File: src/rtl/until_monitor_pkg.sv
// Shared types for the until_monitor assertion checker: channel FSM state,
// attempt result encoding and the tick-counter width helper.
package until_monitor_pkg;

    typedef enum logic {
        ST_IDLE   = 1'b0,
        ST_ACTIVE = 1'b1
    } state_e;

    typedef enum logic [1:0] {
        RES_NONE = 2'd0,
        RES_PASS = 2'd1,
        RES_FAIL = 2'd2
    } result_e;

    function automatic int tick_w(input int timeout);
        return $clog2(timeout + 1);
    endfunction

endpackage

File: src/rtl/until_monitor_chan.sv
// One channel of the until monitor: evaluates "lhs until rhs" per attempt,
// resolving on rhs, on lhs dropping, on timeout, or on abort.
module until_monitor_chan
    import until_monitor_pkg::*;
#(
    parameter int STRONG  = 1,
    parameter int TIMEOUT = 16
) (
    input  logic clk,
    input  logic rst,
    input  logic arm,
    input  logic lhs,
    input  logic rhs,
    input  logic abort,
    output logic busy,
    output logic pass,
    output logic fail,
    output logic tmo
);

    localparam int            TW        = tick_w(TIMEOUT);
    localparam logic [TW-1:0] TICK_LAST = TW'(TIMEOUT);
    // An unresolved attempt counts as failed under s_until, passed under weak until.
    localparam result_e       RES_TMO   = (STRONG != 0) ? RES_FAIL : RES_PASS;

    state_e        state_q, state_d;
    logic [TW-1:0] tick_q, tick_d, tick_inc;
    logic          pass_q, pass_d;
    logic          fail_q, fail_d;
    logic          tmo_q, tmo_d;
    result_e       res;

    always_comb begin
        state_d  = state_q;
        tick_d   = tick_q;
        tmo_d    = 1'b0;
        res      = RES_NONE;
        tick_inc = tick_q + TW'(1);
        if (state_q == ST_ACTIVE && abort) begin
            res     = RES_TMO;
            state_d = ST_IDLE;
            tick_d  = '0;
        end else if (!abort && (state_q == ST_ACTIVE || arm)) begin
            if (rhs) begin
                res     = RES_PASS;
                state_d = ST_IDLE;
                tick_d  = '0;
            end else if (!lhs) begin
                res     = RES_FAIL;
                state_d = ST_IDLE;
                tick_d  = '0;
            end else if (tick_inc == TICK_LAST) begin
                res     = RES_TMO;
                tmo_d   = 1'b1;
                state_d = ST_IDLE;
                tick_d  = '0;
            end else begin
                state_d = ST_ACTIVE;
                tick_d  = tick_inc;
            end
        end
        pass_d = (res == RES_PASS);
        fail_d = (res == RES_FAIL);
    end

    always_ff @(posedge clk or negedge rst) begin
        if (!rst) begin
            state_q <= ST_IDLE;
            tick_q  <= '0;
            pass_q  <= 1'b0;
            fail_q  <= 1'b0;
            tmo_q   <= 1'b0;
        end else begin
            state_q <= state_d;
            tick_q  <= tick_d;
            pass_q  <= pass_d;
            fail_q  <= fail_d;
            tmo_q   <= tmo_d;
        end
    end

    assign busy = (state_q == ST_ACTIVE);
    assign pass = pass_q;
    assign fail = fail_q;
    assign tmo  = tmo_q;

endmodule

File: src/rtl/until_monitor.sv
// Multi-channel until monitor. Optional saturating pass/fail statistics are
// built only when UNTIL_MONITOR_STATS_EN is defined; otherwise the counts read 0.
module until_monitor
    import until_monitor_pkg::*;
#(
    parameter int NCH     = 4,
    parameter int STRONG  = 1,
    parameter int TIMEOUT = 16,
    parameter int CW      = 16
) (
    input  logic           clk,
    input  logic           rst,
    input  logic [NCH-1:0] arm,
    input  logic [NCH-1:0] lhs,
    input  logic [NCH-1:0] rhs,
    input  logic           abort,
    output logic [NCH-1:0] busy,
    output logic [NCH-1:0] pass,
    output logic [NCH-1:0] fail,
    output logic [NCH-1:0] tmo,
    output logic [CW-1:0]  pass_cnt,
    output logic [CW-1:0]  fail_cnt
);

    for (genvar g = 0; g < NCH; g++) begin : g_chan
        until_monitor_chan #(
            .STRONG  (STRONG),
            .TIMEOUT (TIMEOUT)
        ) u_chan (
            .clk   (clk),
            .rst   (rst),
            .arm   (arm[g]),
            .lhs   (lhs[g]),
            .rhs   (rhs[g]),
            .abort (abort),
            .busy  (busy[g]),
            .pass  (pass[g]),
            .fail  (fail[g]),
            .tmo   (tmo[g])
        );
    end

`ifdef UNTIL_MONITOR_STATS_EN
    // Six spare bits hold up to 32 pulses per cycle before the saturation test.
    localparam int            SW      = CW + 6;
    localparam logic [SW-1:0] CNT_MAX = {6'b0, {CW{1'b1}}};

    function automatic logic [CW-1:0] sat_add(input logic [CW-1:0] c, input logic [NCH-1:0] v);
        logic [SW-1:0] s;
        s = SW'(c) + SW'($countones(v));
        return (s > CNT_MAX) ? {CW{1'b1}} : s[CW-1:0];
    endfunction

    logic [CW-1:0] pass_cnt_q, pass_cnt_d;
    logic [CW-1:0] fail_cnt_q, fail_cnt_d;

    always_comb begin
        pass_cnt_d = sat_add(pass_cnt_q, pass);
        fail_cnt_d = sat_add(fail_cnt_q, fail);
    end

    always_ff @(posedge clk or negedge rst) begin
        if (!rst) begin
            pass_cnt_q <= '0;
            fail_cnt_q <= '0;
        end else begin
            pass_cnt_q <= pass_cnt_d;
            fail_cnt_q <= fail_cnt_d;
        end
    end

    assign pass_cnt = pass_cnt_q;
    assign fail_cnt = fail_cnt_q;
`else
    assign pass_cnt = '0;
    assign fail_cnt = '0;
`endif

endmodule

File: config.mk
export PLATFORM = sky130hd
export DESIGN_NAME = until_monitor
export DESIGN_NICKNAME = d
export VERILOG_FILES = /design/src/rtl/until_monitor_pkg.sv /design/src/rtl/until_monitor_chan.sv /design/src/rtl/until_monitor.sv
export SDC_FILE = /design/constraint.sdc
export NUM_CORES = 1
export LEC_CHECK = 0
export BUFFER_PORTS_ARGS = -buffer_cell sky130_fd_sc_hd__buf_2
export CAP_MARGIN = 20
export CELL_PAD_IN_SITES_DETAIL_PLACEMENT = 1
export CELL_PAD_IN_SITES_GLOBAL_PLACEMENT = 2
export CORE_ASPECT_RATIO = 1.2
export CORE_MARGIN = 1
export CORE_UTILIZATION = 28
export DETAILED_ROUTE_END_ITERATION = 12
export MAX_ROUTING_LAYER = met4
export PLACE_DENSITY = 0.87
export RECOVER_POWER = 25
export SYNTH_ARGS = -nofsm -noshare
export SYNTH_HDL_FRONTEND = slang
export SYNTH_SLANG_ARGS = --single-unit
File: constraint.sdc
create_clock -name clk -period 1.6 [get_ports clk]
set_clock_uncertainty 0.15 [all_clocks]
set_input_delay 0.48 -clock clk [delete_from_list [all_inputs] [get_ports clk]]
set_output_delay 0.48 -clock clk [all_outputs]
set_load 0.02 [all_outputs]
==> results of run 1 <==
[cells in the mapped netlist (all sizes together)]
library cell,n
a22o,4
a221oi,4
and2b,4
nor3b,4
nand3,14
and3,2
buf,49
inv,10
conb,1
o21bai,5
a21oi,15
dfrtp,36
nor2b,4
or3,1
mux2,2
a32o,1
nand2b,4
ha,4
a21o,6
o2bb2ai,3
nor2,10
mux2i,5
nand4,1
or3b,4
nor3,3
o31ai,1
o211ai,3
nand2,8
o21ai,3
a31oi,5
[final timing paths]
path | start | end | slack (ns) | depth (start not counted)
max in group asynchronous | rst | g_chan[0].u_chan.tick_q[1]$_DFFE_PN0P_ | 0.18 | 3
worst max register to register | g_chan[1].u_chan.busy$_DFFE_PN0P_ | g_chan[1].u_chan.tick_q[3]$_DFFE_PN0P_ | 0.07 | 6
worst min register to register | g_chan[1].u_chan.tick_q[4]$_DFFE_PN0P_ | g_chan[1].u_chan.tick_q[4]$_DFFE_PN0P_ | 0.35 | 1
min in group asynchronous | rst | g_chan[3].u_chan.tick_q[0]$_DFFE_PN0P_ | 0.49 | 2
worst max-delay path | g_chan[0].u_chan.busy$_DFFE_PN0P_ | busy[0] | 0.02 | 2
worst min-delay path | rhs[2] | g_chan[2].u_chan.pass$_DFF_PN0_ | 0.30 | 3
[area by class of cell]
| cell class | instances | share of cell area (%) |
|---|---|---|
| Sequential cell | 36 | 37.4 |
| Timing Repair Buffer | 48 | 11.6 |
| Inverter | 10 | 1.56 |
| Tap cell | 90 | 4.68 |
| Multi-Input combinational cell | 152 | 41.0 |
| Clock buffer | 8 | 3.74 |
[worst max-delay path, cell delays in order, from the launching register on]
cell     delay [ns]
dfrtp_1        0.39
buf_4          0.15
buf_6          0.12
[where the power goes]
group | total (W) | switching (W) | internal, W | leakage [nW]
clock | 0.000679 | 0.000327 | 0.000352 | 0.0455
sequential | 0.000983 | 0.0000405 | 0.000942 | 0.493
combinational | 0.000288 | 0.000188 | 0.0000999 | 0.667
[registers in the layout, summed over array words and instances, names as in the netlist]
register	cells
g_chan.u_chan.tick_q	20
g_chan.u_chan.busy	4
g_chan.u_chan.pass	4
g_chan.u_chan.fail	4
g_chan.u_chan.tmo	4
[layout by cell type (no fill, tap or decap), types with 2 or more instances in the layout]
master	n
dfrtp_1	36
conb_1	32
buf_2	28
a21oi_1	15
nand3_1	14
buf_4	13
inv_1	10
nor2_1	10
nand2_1	8
a21o_1	6
clkbuf_8	6
clkbuf_1	6
nor2b_1	4
and2b_2	4
a221oi_1	4
or3b_4	4
nand2b_1	4
mux2i_1	4
a31oi_1	4
a22o_1	4
ha_1	4
o2bb2ai_1	3
o21bai_2	3
nor3b_2	3
o211ai_1	3
and3_1	2
nor3_1	2
mux2_4	2
o21ai_0	2
[metal layers]
metal | wire, um | track usage (%) | vias to the layer above
met2 | 2140 | 19.0 | 50
met1 | 2070 | 16.1 | 758
met5 | 0 | - | -
met4 | 24 | 2.47 | 0
li1 | - | - | 751
met3 | 206 | 2.91 | 5
[what timing repair did]
item | in CTS | in global routing
hold endpoints to repair | 13 | 0
gates resized for setup | 3 | 4
hold buffers | 1 | 0
endpoints found under the setup margin | 2 | 7
buffers inserted | 1 | 0
[cells by family (layout without fill, tap and decap cells)]
logic type	after synthesis	count (layout)
fa+ha+maj	4	4
mux	7	7
other cells	1	32
compound gates	50	50
buf+inv	59	66
flops	36	36
simple gates	59	59
[through the flow]
stage               instance area [um^2]  total power (W)  utilization, %  hold WS, ns  worst slack [ns]
global placement                    2300          0.00128            31.6        0.263            -0.222
finish                              2410          0.00195            33.1        0.297            0.0241
floorplan                           2280          0.00125               -       0.0344            -0.139
CTS                                 2420          0.00198            33.3        0.285            0.0180
detailed placement                  2300          0.00129            31.6        0.270            -0.301
global route                        2410          0.00203            33.1        0.293           -0.0561
==> impl_results.md, run 1 <==
- Outcome: finished clean
- Row cnt: 34
- Count of cell types in the netlist: 33
- Remaining global-route overflow: 0
- Post-route minimum period: 1.58 ns
- Mapped cell area: 2120 um^2
- Slew @ Worst Pin: 0.524 ns
- Initial Utilization: 29.2%
- Gate Count Post-Synth: 216
- CP Class: register to primary output
- Max-slew headroom: 65.1%
- Via Count: 1564
- TritonRoute pass-1 iters: 4
- Area growth from synthesis to layout: 13.5%
- XOR/XNOR Fraction of Synth Area: 0%
- Period utilization: 98.5%
- Fin nets: 272
- DRT iter0 DRCs: 63
- Avg Vias per Cell: 4.55
- Maximum vdd drop: 0.315 mV
- First-pass GRT wire length: 7.32 mm
- Pin count of the biggest net entering global routing: 24
- Final std cells w/o fill: 344
- Largest family of logic cells by synthesized area: buffers and inverters
- Sequential share of the synthesized area: 42.5%
- Crit start category: register
- Worst-path clk slew: 0.08 ns
- Vias in the first global route: 1496
- Total track usage: 12.2%
- Mapped Avg Cell Area: 9.82 um^2
- Antenna Nets Post-Route: 0
- Final Hold Vio Count: 0
- Post-synthesis mux area share: 3.42%
- Die X: 81.4 um
- Adder-cell area share of the yosys netlist: 2.36%
- Clk_lat worst skew: 0.28 ns
- Inserted Clock Buffers: 5
- Final setup viols: 0
- H-tree depth: 2
- Antenna diodes: 0
- Post-synth top area cell: dfrtp_1
- Max Slew Vio Count: 0
- Routability cong.: 0.772
- Simple-gate portion of the synthesized area: 15.7%
- Max Clock Freq: 0.635 GHz
- CTS tree: yes
- Die area: 7930 um^2
- Sequential cell area: 901 um^2
- Root Driver: clkbuf_8
- Sinks on Clock Net: 36
- Share of cells above drive strength 1: 27.6%
- Total Wirelength: 4.44 mm
- TNS Setup: 0 ns
- Initial antenna violation count: 0
- Post-route DRC: 0
- Die extent in y: 97.3 um
- Seq cells post-synth: 36
- Required @ worst endpoint: 0.97 ns
- Crit end category: primary output
- Synth area leaders: dfrtp_1 42%, buf_4 17%, a21oi_1 3.5%
- WP data arrival: 0.95 ns
- Hold WC Path Type: input port to register
- Max-cap violations: 0
- RSZ-0062 raised after global routing: yes
- # placed instances: 334
- Footprint of the multi-input gates: 986 um^2
- Crit-path max FO: 3
- HPWL Detailed: 3.50 mm
- Core ar.: 7270 um^2
- Compound-gate portion of the synthesized area: 16.6%
- Leak pwr: 1.21 nW
- Layout fillers: 851
- CTS max path bufs: 2
- Cell area power density: 810 nW/um^2
- I/O Pins: 63
- I/O Buffers: 30
- Ys Warns: 0
- Drt wl/cell: 12.9 um
- Share of the synthesized area in the top cell type: 42.5%
(Power assumes the default switching activity.)
==> inputs of run 2 (changes only) <==
ABC_AREA = 1   (was default)
CORE_UTILIZATION = 27   (was 28)
PLACE_DENSITY = 0.88   (was 0.87)
==> impl_results.md, run 2 <==
- CTS tree: yes (unchanged)
- Die area: 8370 um^2 (was 7930 um^2)
- Outcome: finished clean (unchanged)
- Post-route DRC: 0 (unchanged)
- Crit-path max FO: 4 (was 3)
- Cell area power density: 820 nW/um^2 (was 810 nW/um^2)
- Synth area leaders: dfrtp_1 42%, buf_4 17%, nand2_1 9.0% (was dfrtp_1 42%, buf_4 17%, a21oi_1 3.5%)
- Commonest non-fill, non-tap cell in the layout: nand2_1 (was dfrtp_1)
- Layout fillers: 936 (was 851)
- Post-route minimum period: 1.54 ns (was 1.58 ns)
- Gate Count Post-Synth: 259 (was 216)
- H-tree depth: 2 (unchanged)
- Total Wirelength: 4.60 mm (was 4.44 mm)
- Most frequent cells in the layout: 51 x nand2_1, 33 x dfrtp_1, 32 x conb_1 (was 36 x dfrtp_1, 32 x conb_1, 28 x buf_2)
- Total track usage: 12.4% (was 12.2%)
- HPWL Detailed: 3.51 mm (was 3.50 mm)
- Reg with most FFs: g_chan.u_chan.tick_q (unchanged)
- Max-slew headroom: 65.1% (about the same)
- Post-synth top area cell: dfrtp_1 (unchanged)
- Share of the synthesized area in the top cell type: 41.7% (was 42.5%)
- Cell chain of the critical path: buf_2 (was buf_4, buf_6)
- Crit end category: primary output (unchanged)
- Remaining global-route overflow: 0 (unchanged)
- Mapped cell area: 2160 um^2 (was 2120 um^2)
- DRT iter0 DRCs: 37 (was 63)
- Seq cells post-synth: 36 (unchanged)
- I/O Pins: 63 (unchanged)
- Share of cells above drive strength 1: 25.7% (was 27.6%)
- Core ar.: 7710 um^2 (was 7270 um^2)
- Max Slew Vio Count: 0 (unchanged)
- Antenna Nets Post-Route: 0 (unchanged)
- Drt wl/cell: 12.0 um (was 12.9 um)
- Slowest stage cell, crit path: dfrtp_2 (was dfrtp_1)
- Count of cell types in the netlist: 29 (was 33)
- Post-synth EDFFs: 0 (unchanged)
- Footprint of the multi-input gates: 882 um^2 (was 986 um^2)
- Vias in the first global route: 1649 (was 1496)
- Slew @ Worst Pin: 0.518 ns (was 0.524 ns)
- Final std cells w/o fill: 384 (was 344)
- Via Count: 1646 (was 1564)
- CP bufs+invs: 1 (was 2)
- Clk_lat worst skew: 0.29 ns (was 0.28 ns)
- Sequential share of the synthesized area: 41.7% (was 42.5%)
- Ys flop type: dfrtp_1 (unchanged)
- RSZ-0062 raised after global routing: no (was yes)
- Die X: 83.7 um (was 81.4 um)
- TNS Setup: 0 ns (unchanged)
- Period utilization: 96.4% (was 98.5%)
- WP data arrival: 0.91 ns (was 0.95 ns)
- Avg Vias per Cell: 4.29 (was 4.55)
- Maximum vdd drop: 0.445 mV (was 0.315 mV)
- Hold WC Path Type: input port to register (unchanged)
- Final Hold Vio Count: 0 (unchanged)
- Initial Utilization: 28.1% (was 29.2%)
- TritonRoute pass-1 iters: 4 (unchanged)
- CP Class: register to primary output (unchanged)
- Mapped Avg Cell Area: 8.35 um^2 (was 9.82 um^2)
- Root Driver: clkbuf_8 (unchanged)
- Fin nets: 311 (was 272)
- Max reg flops: 20 (unchanged)
- Setup slack, reg-to-reg: 0.10 ns (was 0.07 ns)
- Sinks on Clock Net: 36 (unchanged)
- Die extent in y: 100 um (was 97.3 um)
- FFs w/ async S/R, synth: 100% (unchanged)
- First-pass GRT wire length: 7.89 mm (was 7.32 mm)
- Delay-heaviest family, CP: flip-flops (unchanged)
- Sequential cell area: 905 um^2 (was 901 um^2)
- Count leader, synth: nand2_1 (was buf_4)
- Inserted Clock Buffers: 5 (unchanged)
- CTS max path bufs: 2 (unchanged)
- Top cells by count, synth: 52 x nand2_1, 48 x buf_4, 36 x dfrtp_1 (was 48 x buf_4, 36 x dfrtp_1, 15 x a21oi_1)
- Leak pwr: 1.23 nW (was 1.21 nW)
- Required @ worst endpoint: 0.97 ns (about the same)
- Initial antenna violation count: 0 (unchanged)
- Max Clock Freq: 0.649 GHz (was 0.635 GHz)
- Max incr delay on CP: 0.45 ns (was 0.39 ns)
- I/O Buffers: 30 (unchanged)
- Area growth from synthesis to layout: 10.5% (was 13.5%)
- Pin count of the biggest net entering global routing: 37 (was 24)
- Crit start category: register (unchanged)
- Ys Warns: 0 (unchanged)
- # placed instances: 368 (was 334)
- Routability cong.: 0.794 (was 0.772)
- Max-cap violations: 0 (unchanged)
- Antenna diodes: 0 (unchanged)
- Row cnt: 35 (was 34)
- Worst-path clk slew: 0.07 ns (was 0.08 ns)
- Final setup viols: 0 (unchanged)
==> run 2: cell types whose count changed after synthesis, sizes merged, moves of 5 or more <==
cell	change
o21ai	+15
a21o	-6
inv	+20
nand2	+47
mux2i	-5
==> run 2: cells by family (layout without fill, tap and decap cells) <==
kind of cell | after synthesis | after routing | share of synthesized area (%)
AND/OR/NAND/NOR | 96 | 96 | 21.7
buffers and inverters | 83 | 85 | 23.4
AO/OA/AOI/OAI | 38 | 38 | 10.4
flip-flops | 36 | 36 | 41.7
adder cells (fa/ha/maj) | 4 | 4 | 2.31
other | 1 | 32 | 0.173
XOR/XNOR | 1 | 1 | 0.405
==> run 2: stage by stage <==
step                hold WS, ns  total power (W)  util (%)  area [um^2]  setup WS [ns]
global route              0.317          0.00207      31.0         2390        0.00640
detailed placement        0.311          0.00125      28.8         2220         0.0334
finish                    0.308          0.00196      31.0         2390         0.0583
global placement          0.310          0.00124      28.8         2220         0.0582
floorplan                0.0344          0.00122         -         2280          0.258
CTS                       0.298          0.00198      30.2         2330        0.00115
==> run 2: power breakdown <==
group          leakage (nW)  switching, W  internal (W)  total [W]
clock                0.0503      0.000327      0.000384   0.000711
combinational         0.692      0.000197     0.0000890   0.000286
sequential            0.489     0.0000245      0.000939   0.000964
total                  1.23      0.000549       0.00141    0.00196
==> run 2: what timing repair did <==
item	4_1_cts	5_1_grt
hold buffers	1	0
resized for setup	1	8
setup endpoints to repair	1	9
hold endpoints to repair	15	0
setup buffers	0	8
==> run 2: layout make-up <==
type,count,share of cell area (%)
Sequential cell,36,37.9
Multi-Input combinational cell,171,36.9
Timing Repair Buffer,44,10.8
Inverter,34,5.60
Tap cell,92,4.82
Clock buffer,7,4.03
==> run 2: worst paths after layout <==
check	cells past startpoint	end	start
max	1	busy[0]	g_chan[0].u_chan.busy$_DFFE_PN0P_
min	3	g_chan[3].u_chan.pass$_DFF_PN0_	rhs[3]
max reg2reg	8	g_chan[1].u_chan.tick_q[0]$_DFFE_PN0P_	g_chan[1].u_chan.tick_q[0]$_DFFE_PN0P_
min reg2reg	2	g_chan[2].u_chan.tick_q[4]$_DFFE_PN0P_	g_chan[2].u_chan.tick_q[4]$_DFFE_PN0P_
max in group asynchronous	3	g_chan[3].u_chan.busy$_DFFE_PN0P_	rst
min in group asynchronous	3	g_chan[1].u_chan.tmo$_DFF_PN0_	rst
==> run 2: layer usage <==
layer	routed length (um)	GRT usage, %
met1	2010	14.9
met2	2280	20.2
met3	221	3.04
met4	87	4.82
met5	0	-
==> inputs of run 3 (changes only) <==
BUFFER_PORTS_ARGS = default   (was -buffer_cell sky130_fd_sc_hd__buf_2)
CORE_UTILIZATION = 32   (was 27)
DONT_BUFFER_PORTS = 1   (was default)
PLACE_DENSITY = 0.85   (was 0.88)
==> impl_results.md, run 3 (synthesis results as in run 2) <==
- CTS tree: yes (unchanged)
- Total power: 0.00199 W (was 0.00196 W)
- Switching Share: 27.0% (was 28.0%)
- Row cnt: 32 (was 35)
- Slowest stage cell, crit path: dfrtp_1 (was dfrtp_2)
- Final setup viols: 0 (unchanged)
- Final Core Density: 33.8% (was 31.0%)
- Core ar.: 6490 um^2 (was 7710 um^2)
- Max-cap violations: 0 (unchanged)
- Via Count: 1505 (was 1646)
- CTS max path bufs: 2 (unchanged)
- Drt wl/cell: 13.0 um (was 12.0 um)
- Maximum vdd drop: 0.458 mV (was 0.445 mV)
- RSZ-0062 raised after global routing: yes (was no)
- Crit start category: register (unchanged)
- Avg Vias per Cell: 4.43 (was 4.29)
- Max Clock Freq: 0.661 GHz (was 0.649 GHz)
- Post-route DRC: 0 (unchanged)
- Sequential group share of total power: 49.3% (was 49.2%)
- Crit-path max FO: 4 (unchanged)
- Die X: 77.0 um (was 83.7 um)
- Cell chain of the critical path: buf_4 (was buf_2)
- DRT iter0 DRCs: 72 (was 37)
- Commonest non-fill, non-tap cell in the layout: nand2_1 (unchanged)
- Leak pwr: 1.06 nW (was 1.23 nW)
- Hold WC Path Type: input port to register (unchanged)
- Setup slack, reg-to-reg: 0.10 ns (about the same)
- Routability cong.: 0.773 (was 0.794)
- Sinks on Clock Net: 36 (unchanged)
- Worst r2r src: g_chan[2].u_chan.tick_q[1]$_DFFE_PN0P_ (was g_chan[1].u_chan.tick_q[0]$_DFFE_PN0P_)
- Gate power share: 10.5% (was 14.6%)
- Total Wirelength: 4.41 mm (was 4.60 mm)
- Initial antenna violation count: 0 (unchanged)
- Antenna Nets Post-Route: 0 (unchanged)
- Required @ worst endpoint: 0.97 ns (about the same)
- Outcome: finished clean (unchanged)
- Initial Utilization: 33.3% (was 28.1%)
- Antenna diodes: 0 (unchanged)
- Reg with most FFs: g_chan.u_chan.tick_q (unchanged)
- H-tree depth: 2 (unchanged)
- Area growth from synthesis to layout: 1.45% (was 10.5%)
- # placed instances: 329 (was 368)
- Delay-heaviest family, CP: flip-flops (unchanged)
- Max-slew headroom: 66.2% (was 65.1%)
- I/O Pins: 63 (unchanged)
- Final Hold Vio Count: 0 (unchanged)
- Clock power share: 40.2% (was 36.3%)
- Cell area power density: 908 nW/um^2 (was 820 nW/um^2)
- Die area: 7090 um^2 (was 8370 um^2)
- Post-route minimum period: 1.51 ns (was 1.54 ns)
- Period utilization: 94.5% (was 96.4%)
- Inserted Clock Buffers: 5 (unchanged)
- Final std cells w/o fill: 340 (was 384)
- Die extent in y: 92.0 um (was 100 um)
- Most frequent cells in the layout: 51 x nand2_1, 36 x dfrtp_1, 32 x conb_1 (was 51 x nand2_1, 33 x dfrtp_1, 32 x conb_1)
- TritonRoute pass-1 iters: 4 (unchanged)
- Remaining global-route overflow: 0 (unchanged)
- Reg-to-Reg End: g_chan[2].u_chan.tick_q[0]$_DFFE_PN0P_ (was g_chan[1].u_chan.tick_q[0]$_DFFE_PN0P_)
- Clk_lat worst skew: 0.29 ns (about the same)
- Fin nets: 273 (was 311)
- WP data arrival: 0.88 ns (was 0.91 ns)
- CP Class: register to primary output (unchanged)
- Max incr delay on CP: 0.42 ns (was 0.45 ns)
- CP endpoint: busy[1] (was busy[0])
- Worst R2R Path Depth: 8 (unchanged)
- Max reg flops: 20 (unchanged)
- CP startpoint: g_chan[1].u_chan.busy$_DFFE_PN0P_ (was g_chan[0].u_chan.busy$_DFFE_PN0P_)
- Worst path depth: 1 (unchanged)
- NetSw: 0.000538 W (was 0.000549 W)
- HPWL Detailed: 3.31 mm (was 3.51 mm)
- Worst-path clk slew: 0.07 ns (about the same)
- Max Slew Vio Count: 0 (unchanged)
- Internal Power: 0.00145 W (was 0.00141 W)
- First-pass GRT wire length: 7.67 mm (was 7.89 mm)
- I/O Buffers: 0 (was 30)
- Total track usage: 14.3% (was 12.4%)
- Pin count of the biggest net entering global routing: 37 (unchanged)
- Root Driver: clkbuf_8 (unchanged)
- CP bufs+invs: 1 (unchanged)
- Slew @ Worst Pin: 0.507 ns (was 0.518 ns)
- Vias in the first global route: 1528 (was 1649)
- Share of cells above drive strength 1: 13.7% (was 25.7%)
- Crit end category: primary output (unchanged)
## run 3: changes by cell type in the layout (fill, tap and decap cells not counted), moves of 2 or more
cell	previous run	this run
buf_2	30	0
buf_4	12	4
o21ai_2	1	3
clkbuf_8	7	5
dfrtp_2	3	0
o21ai_0	11	9
ha_2	4	2
dfrtp_1	33	36
## run 3: final cells by class
type | count | area, um^2
fill | 812 | 4290
sequential | 36 | 901
multi-input combinational | 171 | 897
inverter | 34 | 134
tap | 85 | 106
clock buffer | 6 | 72.6
timing repair buffer | 6 | 47.5
clock inverter | 2 | 35.0
## run 3: metrics by stage
stage / setup slack, ns / hold slack (ns) / setup TNS [ns] / area (um^2)
finish: 0.0876 / 0.157 / 0 / 2190
global route: -0.00580 / 0.154 / -0.00580 / 2190
CTS: 0.0566 / 0.155 / 0 / 2170
detailed placement: 0.0746 / 0.0358 / 0 / 2040
global placement: 0.107 / 0.0356 / 0 / 2040
floorplan: 0.258 / 0.0344 / 0 / 2280
## run 3: how the worst min path moves through the flow
stage	from	end	slack, ns	depth (start not counted)
after CTS	rhs[3]	g_chan[3].u_chan.pass$_DFF_PN0_	0.16	2
final	rhs[3]	g_chan[3].u_chan.pass$_DFF_PN0_	0.16	2
after detailed placement	rst	g_chan[2].u_chan.busy$_DFFE_PN0P_	0.04	0
after global placement	rst	g_chan[2].u_chan.busy$_DFFE_PN0P_	0.04	0
after floorplan	rst	g_chan[0].u_chan.busy$_DFFE_PN0P_	0.03	0
after global routing	rhs[3]	g_chan[3].u_chan.pass$_DFF_PN0_	0.15	2
## run 3: repair_timing
| item | 4_1_cts | 5_1_grt |
|---|---|---|
| endpoints found under the hold margin | 36 | 0 |
| hold buffers | 2 | 0 |
| setup endpoints to repair | 0 | 5 |
| resized for setup | 0 | 6 |
| setup buffers | 0 | 1 |
## run 3: power groups by stage
stage,clock (W),sequential [W],combinational (W)
after floorplan,0,0.000977,0.000246
after global placement,0,0.000997,0.000177
after detailed placement,0,0.000998,0.000180
after CTS,0.000828,0.000980,0.000208
after global routing,0.000871,0.000987,0.000237
final,0.000800,0.000982,0.000209
## run 3: layer usage
| layer | part of all wire (%) | vias up | wire, um | GRT usage (%) |
|---|---|---|---|---|
| li1 | - | 735 | - | - |
| met1 | 44 | 718 | 1960 | 17.0 |
| met2 | 49 | 45 | 2160 | 23.2 |
| met3 | 5.0 | 7 | 219 | 3.68 |
| met4 | 1.6 | 0 | 70 | 5.66 |
| met5 | 0 | - | 0 | - |
